==> src/rtl/ahblite_busmatrix_pkg.sv <==
// Shared types and constants for the AHB-Lite bus-matrix decode path.
// Ports: none (package only).
// Holds HTRANS/HRESP codes, the default-slave state type and the slave-port count.
package ahblite_busmatrix_pkg;

  localparam int NUM_SLV = 4;

  typedef enum logic [1:0] {
    HTRANS_IDLE   = 2'b00,
    HTRANS_BUSY   = 2'b01,
    HTRANS_NONSEQ = 2'b10,
    HTRANS_SEQ    = 2'b11
  } htrans_t;

  localparam logic [1:0] HRESP_OKAY  = 2'b00;
  localparam logic [1:0] HRESP_ERROR = 2'b01;

  typedef enum logic [1:0] {
    DS_IDLE = 2'b00,
    DS_ERR1 = 2'b01,
    DS_ERR2 = 2'b10
  } dflt_state_t;

endpackage

==> src/rtl/ahblite_busmatrix_default_slave.sv <==
// Default slave answering unmapped addresses with the two-cycle AHB-Lite ERROR response.
// Ports: clk, rst_n (sync, active-low), acc_miss strobe in; ready, resp, busy (ERR1) out;
// err_count out only when DECODER_ERRCNT_EN is defined (saturating count of accepted misses).
module ahblite_busmatrix_default_slave
  import ahblite_busmatrix_pkg::*;
(
  input  logic        clk,
  input  logic        rst_n,
  input  logic        acc_miss,
  output logic        ready,
  output logic [1:0]  resp,
  output logic        busy
`ifdef DECODER_ERRCNT_EN
  ,
  output logic [15:0] err_count
`endif
);

  dflt_state_t state, state_d;

  always_ff @(posedge clk) begin
    if (!rst_n) state <= DS_IDLE;
    else        state <= state_d;
  end

  always_comb begin
    state_d = state;
    ready   = 1'b1;
    resp    = HRESP_OKAY;
    busy    = 1'b0;
    unique case (state)
      DS_IDLE: begin
        if (acc_miss) state_d = DS_ERR1;
      end
      DS_ERR1: begin
        ready   = 1'b0;
        resp    = HRESP_ERROR;
        busy    = 1'b1;
        state_d = DS_ERR2;
      end
      DS_ERR2: begin
        resp    = HRESP_ERROR;
        // Second ERROR cycle is a ready cycle, so a pended miss can be taken here.
        state_d = acc_miss ? DS_ERR1 : DS_IDLE;
      end
      default: state_d = DS_IDLE;
    endcase
  end

`ifdef DECODER_ERRCNT_EN
  always_ff @(posedge clk) begin
    if (!rst_n)
      err_count <= 16'h0000;
    else if (acc_miss && (err_count != 16'hFFFF))
      err_count <= err_count + 16'h0001;
  end
`endif

endmodule

==> src/rtl/ahblite_busmatrix_decoder.sv <==
// Per-master address decoder: maps the input-stage address onto four slave ports or the default slave.
// Ports: HCLK, HRESETn (sync, active-low); address/transfer from input stage; grant/ready/resp per
// output stage; SEL/ACTIVE/HREADYOUT/HRESP back. ERR_COUNT exists only with DECODER_ERRCNT_EN defined.
module ahblite_busmatrix_decoder
  import ahblite_busmatrix_pkg::*;
#(
  parameter logic [31:0] S0_BASE = 32'h0000_0000,
  parameter logic [31:0] S0_MASK = 32'hE000_0000,
  parameter logic [31:0] S1_BASE = 32'h2000_0000,
  parameter logic [31:0] S1_MASK = 32'hE000_0000,
  parameter logic [31:0] S2_BASE = 32'h4000_0000,
  parameter logic [31:0] S2_MASK = 32'hF000_0000,
  parameter logic [31:0] S3_BASE = 32'h6000_0000,
  parameter logic [31:0] S3_MASK = 32'hE000_0000
) (
  input  logic                 HCLK,
  input  logic                 HRESETn,
  input  logic [31:0]          HADDR_Inputstage,
  input  logic [1:0]           HTRANS_Inputstage,
  input  logic                 TRANS_HOLD,
  input  logic [NUM_SLV-1:0]   ACTIVE_Outputstage,
  input  logic [NUM_SLV-1:0]   HREADYOUT_Outputstage,
  input  logic [2*NUM_SLV-1:0] HRESP_Outputstage,
  output logic [NUM_SLV-1:0]   SEL_Outputstage,
  output logic                 ACTIVE_Decoder,
  output logic                 HREADYOUT_Decoder,
  output logic [1:0]           HRESP_Decoder
`ifdef DECODER_ERRCNT_EN
  ,
  output logic [15:0]          ERR_COUNT
`endif
);

  localparam logic [31:0] SLV_BASE [NUM_SLV] = '{S0_BASE, S1_BASE, S2_BASE, S3_BASE};
  localparam logic [31:0] SLV_MASK [NUM_SLV] = '{S0_MASK, S1_MASK, S2_MASK, S3_MASK};

  logic [NUM_SLV-1:0] hit;
  logic [NUM_SLV-1:0] hit_pri;
  logic               miss;
  logic               dflt_req;
  logic               accept;
  logic               acc_miss;
  logic [NUM_SLV:0]   dp_sel;     // bit NUM_SLV = default slave
  logic               dflt_ready;
  logic [1:0]         dflt_resp;
  logic               dflt_busy;

  // The input stage already qualifies HTRANS into TRANS_HOLD; the raw code is not needed here.
  logic unused_htrans;
  assign unused_htrans = ^HTRANS_Inputstage;

  // Region match, then keep only the lowest matching index so overlaps resolve deterministically.
  always_comb begin
    hit     = '0;
    hit_pri = '0;
    for (int i = 0; i < NUM_SLV; i++)
      hit[i] = ((HADDR_Inputstage & SLV_MASK[i]) == SLV_BASE[i]);
    for (int i = NUM_SLV - 1; i >= 0; i--)
      if (hit[i]) hit_pri = NUM_SLV'(1) << i;
  end

  assign miss            = ~|hit;
  assign SEL_Outputstage = (TRANS_HOLD && !miss) ? hit_pri : '0;
  assign dflt_req        = TRANS_HOLD & miss;

  // Default slave cannot take a new address while in its first (not-ready) ERROR cycle.
  assign ACTIVE_Decoder  = (|(SEL_Outputstage & ACTIVE_Outputstage)) | (dflt_req & ~dflt_busy);
  assign accept          = ACTIVE_Decoder & HREADYOUT_Decoder;
  assign acc_miss        = accept & dflt_req;

  always_ff @(posedge HCLK) begin
    if (!HRESETn)
      dp_sel <= '0;
    else if (accept)
      dp_sel <= {dflt_req, SEL_Outputstage};
    else if (HREADYOUT_Decoder)
      dp_sel <= '0;
  end

  // Data-phase response comes from whichever target owns the data phase; idle reads as OKAY/ready.
  always_comb begin
    HREADYOUT_Decoder = 1'b1;
    HRESP_Decoder     = HRESP_OKAY;
    if (dp_sel[NUM_SLV]) begin
      HREADYOUT_Decoder = dflt_ready;
      HRESP_Decoder     = dflt_resp;
    end
    for (int i = 0; i < NUM_SLV; i++) begin
      if (dp_sel[i]) begin
        HREADYOUT_Decoder = HREADYOUT_Outputstage[i];
        HRESP_Decoder     = HRESP_Outputstage[2*i +: 2];
      end
    end
  end

  ahblite_busmatrix_default_slave u_dflt (
    .clk       (HCLK),
    .rst_n     (HRESETn),
    .acc_miss  (acc_miss),
    .ready     (dflt_ready),
    .resp      (dflt_resp),
    .busy      (dflt_busy)
`ifdef DECODER_ERRCNT_EN
    ,
    .err_count (ERR_COUNT)
`endif
  );

endmodule

==> config.mk <==
export PLATFORM = sky130hd
export DESIGN_NAME = ahblite_busmatrix_decoder
export DESIGN_NICKNAME = d
export VERILOG_FILES = /design/src/rtl/ahblite_busmatrix_pkg.sv /design/src/rtl/ahblite_busmatrix_default_slave.sv /design/src/rtl/ahblite_busmatrix_decoder.sv
export SDC_FILE = /design/constraint.sdc
export NUM_CORES = 1
export LEC_CHECK = 0
export ABC_AREA = 1
export BUFFER_PORTS_ARGS = -buffer_cell sky130_fd_sc_hd__buf_2
export CAP_MARGIN = 20
export CORE_MARGIN = 5
export CORE_UTILIZATION = 35
export CTS_CLUSTER_SIZE = 25
export DETAILED_ROUTE_END_ITERATION = 8
export PLACE_DENSITY_LB_ADDON = 0.05
export SETUP_SLACK_MARGIN = 0.15
export SYNTH_ARGS = -nofsm -noshare
export SYNTH_HDL_FRONTEND = slang
export SYNTH_SLANG_ARGS = --single-unit
export TNS_END_PERCENT = 30
==> constraint.sdc <==
create_clock -name HCLK -period 1.55 [get_ports HCLK]
set_input_delay 0.2325 -clock HCLK [delete_from_list [all_inputs] [get_ports HCLK]]
set_output_delay 0.2325 -clock HCLK [all_outputs]
set_load 0.03 [all_outputs]
Word level (Yosys, flattened, before mapping)
Index checks and enable logic that the tools add are counted.
- bits of input ports: 53
- register bits: 7
- word-level logic and storage cells: 46
- multiplexer cells: 23
- bitwise logic cells: 7
- equality and inequality tests: 6
- reduce and logical (&&, ||, !) cells: 8
- operators by type and width (kind ; number):
    32-bit logical NOT ; 1
    4-bit two-way mux ; 5
    2-bit two-way mux ; 6
    5-bit two-way mux ; 2
    1-bit two-way mux ; 9
    4-bit OR reduction ; 2
    2-bit case mux with 3 select lines ; 1
    1-bit bitwise AND ; 4
    4-bit bitwise AND ; 1
    4-bit by 3-bit equality test with 1-bit output, second input constant ; 1
    3-bit by 1-bit equality test with 1-bit output, second input constant ; 1
    3-bit by 2-bit equality test with 1-bit output, second input constant ; 1
    2-bit by 1-bit equality test with 1-bit output, second input constant ; 1
    2-bit equality test, second input constant ; 1
    2-bit logical NOT ; 1
    2-bit by 1-bit inequality test with 1-bit output, second input constant ; 1
    2-bit nonzero test ; 1
    2-bit OR reduction ; 1
    1-bit logical AND ; 1
    1-bit logical NOT ; 1
    1-bit inverter ; 1
    1-bit bitwise OR ; 1

Logic depth before layout (Yosys ltp)
- word-level depth: 13
- mapped depth: 11
- gate-level depth less buffers: 11

Cells and area by module
A second synthesis with hierarchy kept.
- cell total of the unflattened synthesis: 105
- area total of the unflattened synthesis: 639.4 sq um
- modules (own cells, without submodules) (module ; cells each ; area an instance (sq um) ; instances):
    ahblite_busmatrix_decoder ; 81 ; 469.2 ; 1
    ahblite_busmatrix_default_slave ; 24 ; 170.2 ; 1

Worst setup path before layout
OpenSTA, ideal clock, no wires.
- kind: reg2out
- start point: register u_dflt.state[0]
- end point: output HRESP_Decoder[0]
- buffers on the path: 0
- arrival: 1.442 ns
- cell stages (with the launch flop): 7
- slack: -0.125 ns
- required time: 1.317 ns
- cells stage by stage: dfxtp_1 inv_1 ha_1 a22oi_1 o21ai_0 nand2_1 a21oi_1
- longest elaborated chain between the ends: 8
- ends and longest elaborated chain (element ; RTL line ; RTL):
    from (decl) ; ahblite_busmatrix_default_slave.sv:19 ; dflt_state_t state, state_d;
    from (signal assigned) ; ahblite_busmatrix_default_slave.sv:23 ; else state <= state_d;
    2-bit by 1-bit equality test with 1-bit output or 2-bit equality test (tied branches) ; ahblite_busmatrix_default_slave.sv:31 ; unique case (state)
    2-bit OR reduction (no source line) * ; - ;
    1-bit two-way mux * ; ahblite_busmatrix_default_slave.sv:31 ;
    2-bit two-way mux * ; ahblite_busmatrix_decoder.sv:84 ; if (dp_sel[NUM_SLV]) begin
    2-bit two-way mux * (4 in series) ; ahblite_busmatrix_decoder.sv:89 ; if (dp_sel[i]) begin
    to (decl) ; ahblite_busmatrix_decoder.sv:27 ; output logic [1:0] HRESP_Decoder
Mark *: on every way between the ends. The rest lies on a longest branch, timed or not.

Final worst setup path
- start point: register u_dflt.state[1]
- end point: output HRESP_Decoder[0]
The elaborated chain is that of the path after synthesis.

==> metrics.md <==
| Metric | Value |
|---|---|
| Setup CP Type | register to output port |
| Net count after synthesis | 156 |
| Number of hold violations in the final report | 0 |
| Synth Instances | 98 |
| Largest net degree at the start of global routing | 7 |
| Place WS | -43.3 ps |
| Final setup margin | -150 ps |
| Synth Register Bits | 7 |
| Max_slew headroom | roughly 82% |
| CP Max Fanout | 4 |
| Final clock skew | about 5.8 ps |
| First-pass GRT wire length | approximately 2.8 mm |
| Max-cap violation count | 0 |
| Failing checks | setup timing |
| Row cnt | 15 |
| Pwr/cell area | roughly 650 nW/um2 |
| Status | finished with violations |
| Commonest cells after routing, fill and taps aside | 27 x buf_2, 17 x inv_1, 16 x nor2_1, 16 x nand2_1, 6 x a21oi_1 |
| Hpwl dp | 1.38 mm |
| Power Total | 0.624 mW |
| Multi-input gate area | between 400 and 500 um2 |
| Seq/Total Area, Yosys | a little under a quarter |
| Worst EP required | 1320 ps |
| Fin nets | around 200 |
| RSZ-0062 raised after global routing | true |
| Detailed Routing Iterations Pass 1 | 4 |
| Syn Area/Cell | roughly 6.2 um2 |
| Worst min path class | primary input to register |
| TritonCTS Buffers | 3 |
| Yosys Warn Count | 0 |
| Io pins | 61 |
| Die ar. | between 2000 and 3000 um2 |
| Final Critical Period | about 1700 ps |
| Switching Fraction | about a third |
| Internal power | just over 0.4 mW |
| # DRC | 0 |
| Switch Pwr | approximately 0.21 mW |
| Layout cells sized above 1 | around 46% |
| Starting density of the core | between 30% and 40% |
| Placer Congestion | approximately 0.77 |
| Vias in the first global route | 706 |
| Leak | approximately 0.5 nW |
| # diodes | 0 |
| Via count | ~760 |
| Fillcell total | between 150 and 200 |
| Starting DRT DRC Count | 6 |
| Die Span Y | between 50 and 60 um |
| Critical Path Start Type | register |
| CP endpoint kind | output port |
| Synth Cell Area | 612 um2 |
| Final core utilization | 57.0% |
| Comb pwr share | about two fifths |
| Tcrit/Tclk final | 110% |
| WL/cell | 10.9 um |
| Total GRT Usage | between 10% and 20% |
| Clock-pin slew on the worst setup and hold paths | ~50 ps |
| Number of antenna violations at the first check in global routing | 0 |
| Routed vias/inst | a little under 5 |
| Storage element area | roughly 150 um2 |
| Fmax | 588 MHz |
| Input/output buffers | 30 |
| Clk_lat worst skew | roughly 260 ps |
| CTS Hold Bufs | 0 |
| Syn-to-layout area delta | 57.5% |
| Yosys cell types | 16 |
| Max H-tree Level | 1 |
| Worst EP arrival | 1470 ps |
| TritonCTS clock tree | yes |
| Final setup vio count | 5 |
| Placed inst area | roughly 840 um2 |
| Routed WL | between 1.5 and 2 mm |
| Grt total ovfl | 0 |
| CTS Root Buffer Type | clkbuf_4 |
| Clk pwr share | 26.7% |
| Most common cell after layout, fill and taps aside | buf_2 |
| Final design area excluding fillers | about 960 um2 |
| Clk buf depth | 2 |
| Reg power frac | between 30% and 40% |
| Max VDD drop | around 0.47 mV |
| Die width | a little over 50 um |
| Worst-Margin Slew | around 270 ps |
| Post-route ant nets | 0 |
| Clock sinks | 7 |
| Final max-slew violation count | 0 |
| Core Area | between 1500 and 2000 um2 |
==> stage by stage <==
step | setup TNS [ps] | instances | hold slack (ps)
after detailed placement | -51.7 | 149 | 469
after floorplan | -5.94 | 98 | 346
after CTS | -406 | 155 | 191
final | -270 | 155 | 197
after global routing | -1130 | 155 | 190
after global placement | -50.4 | 149 | 465
==> timing repair <==
item                                    in CTS  in global routing
endpoints found under the setup margin      11                 13
pin swaps                                    6                  3
endpoints found under the hold margin        0                  0
gates cloned                                 0                  0
resized for setup                           14                  9
setup buffers                                2                  0
==> cells in the mapped netlist <==
cell type	instances	area (um2)
a21oi_1	11	55.1
a21oi_4	1	16.3
a22oi_1	1	7.51
and2_4	1	8.76
dfxtp_1	7	140
ha_1	5	62.6
inv_1	20	75.1
inv_2	1	3.75
nand2_1	16	60.1
nand3_1	4	20.0
nand3_2	3	30.0
nand3b_2	1	11.3
nand4_1	5	31.3
nor2_1	16	60.1
nor3_1	2	10.0
o21ai_0	4	20.0
==> critical path, cell delays in order (launching register included) <==
cell	delay, ps
dfxtp_2	350
inv_4	60
ha_4	260
a22oi_2	50
o21ai_1	130
nand2_1	100
a21oi_4	130
buf_6	140
==> cells by family after synthesis <==
family | share of synthesized area [%]
buffers and inverters | 12.9
AND/OR/NAND/NOR | 37.8
AO/OA/AOI/OAI | 16.2
adder cells (fa/ha/maj) | 10.2
flip-flops | 22.9
==> area by class of cell <==
class,count,area share (%)
tap,17,2.21
multi-input combinational,70,49.0
timing repair buffer,36,22.6
sequential,7,15.1
clock buffer,4,2.73
inverter,21,8.44
==> sequential cells by signal, summed over array words and instances (netlist names) <==
name          count
u_dflt.state      2
dp_sel            5
==> power by group through the flow <==
stage / logic, mW / registers, mW / clock network [mW]
after global placement: 0.199 / 0.204 / 0
after CTS: 0.243 / 0.203 / 0.176
after floorplan: 0.116 / 0.205 / 0
final: 0.254 / 0.203 / 0.167
after detailed placement: 0.202 / 0.204 / 0
after global routing: 0.281 / 0.204 / 0.196
==> layer usage <==
metal	up-vias	share of wire, %	track usage [%]
met5	-	0	0
met4	0	1.1	5.24
met3	4	6.3	5.44
met2	19	51	24.2
met1	335	42	15.2
li1	397	-	-
==> path summary, 6_finish.rpt <==
check	start	to	slack [ps]	cells after the start
worst min-delay path	HRESETn	u_dflt.state[1]$_SDFFE_PN0P_	200	3
worst max-delay path	u_dflt.state[1]$_SDFFE_PN0P_	HRESP_Decoder[0]	-150	7
worst min register to register	dp_sel[4]$_SDFFE_PN0P_	dp_sel[4]$_SDFFE_PN0P_	490	2
worst max register to register	u_dflt.state[0]$_SDFFE_PN0P_	dp_sel[0]$_SDFFE_PN0P_	-10	11
(Power assumes the default switching activity.)
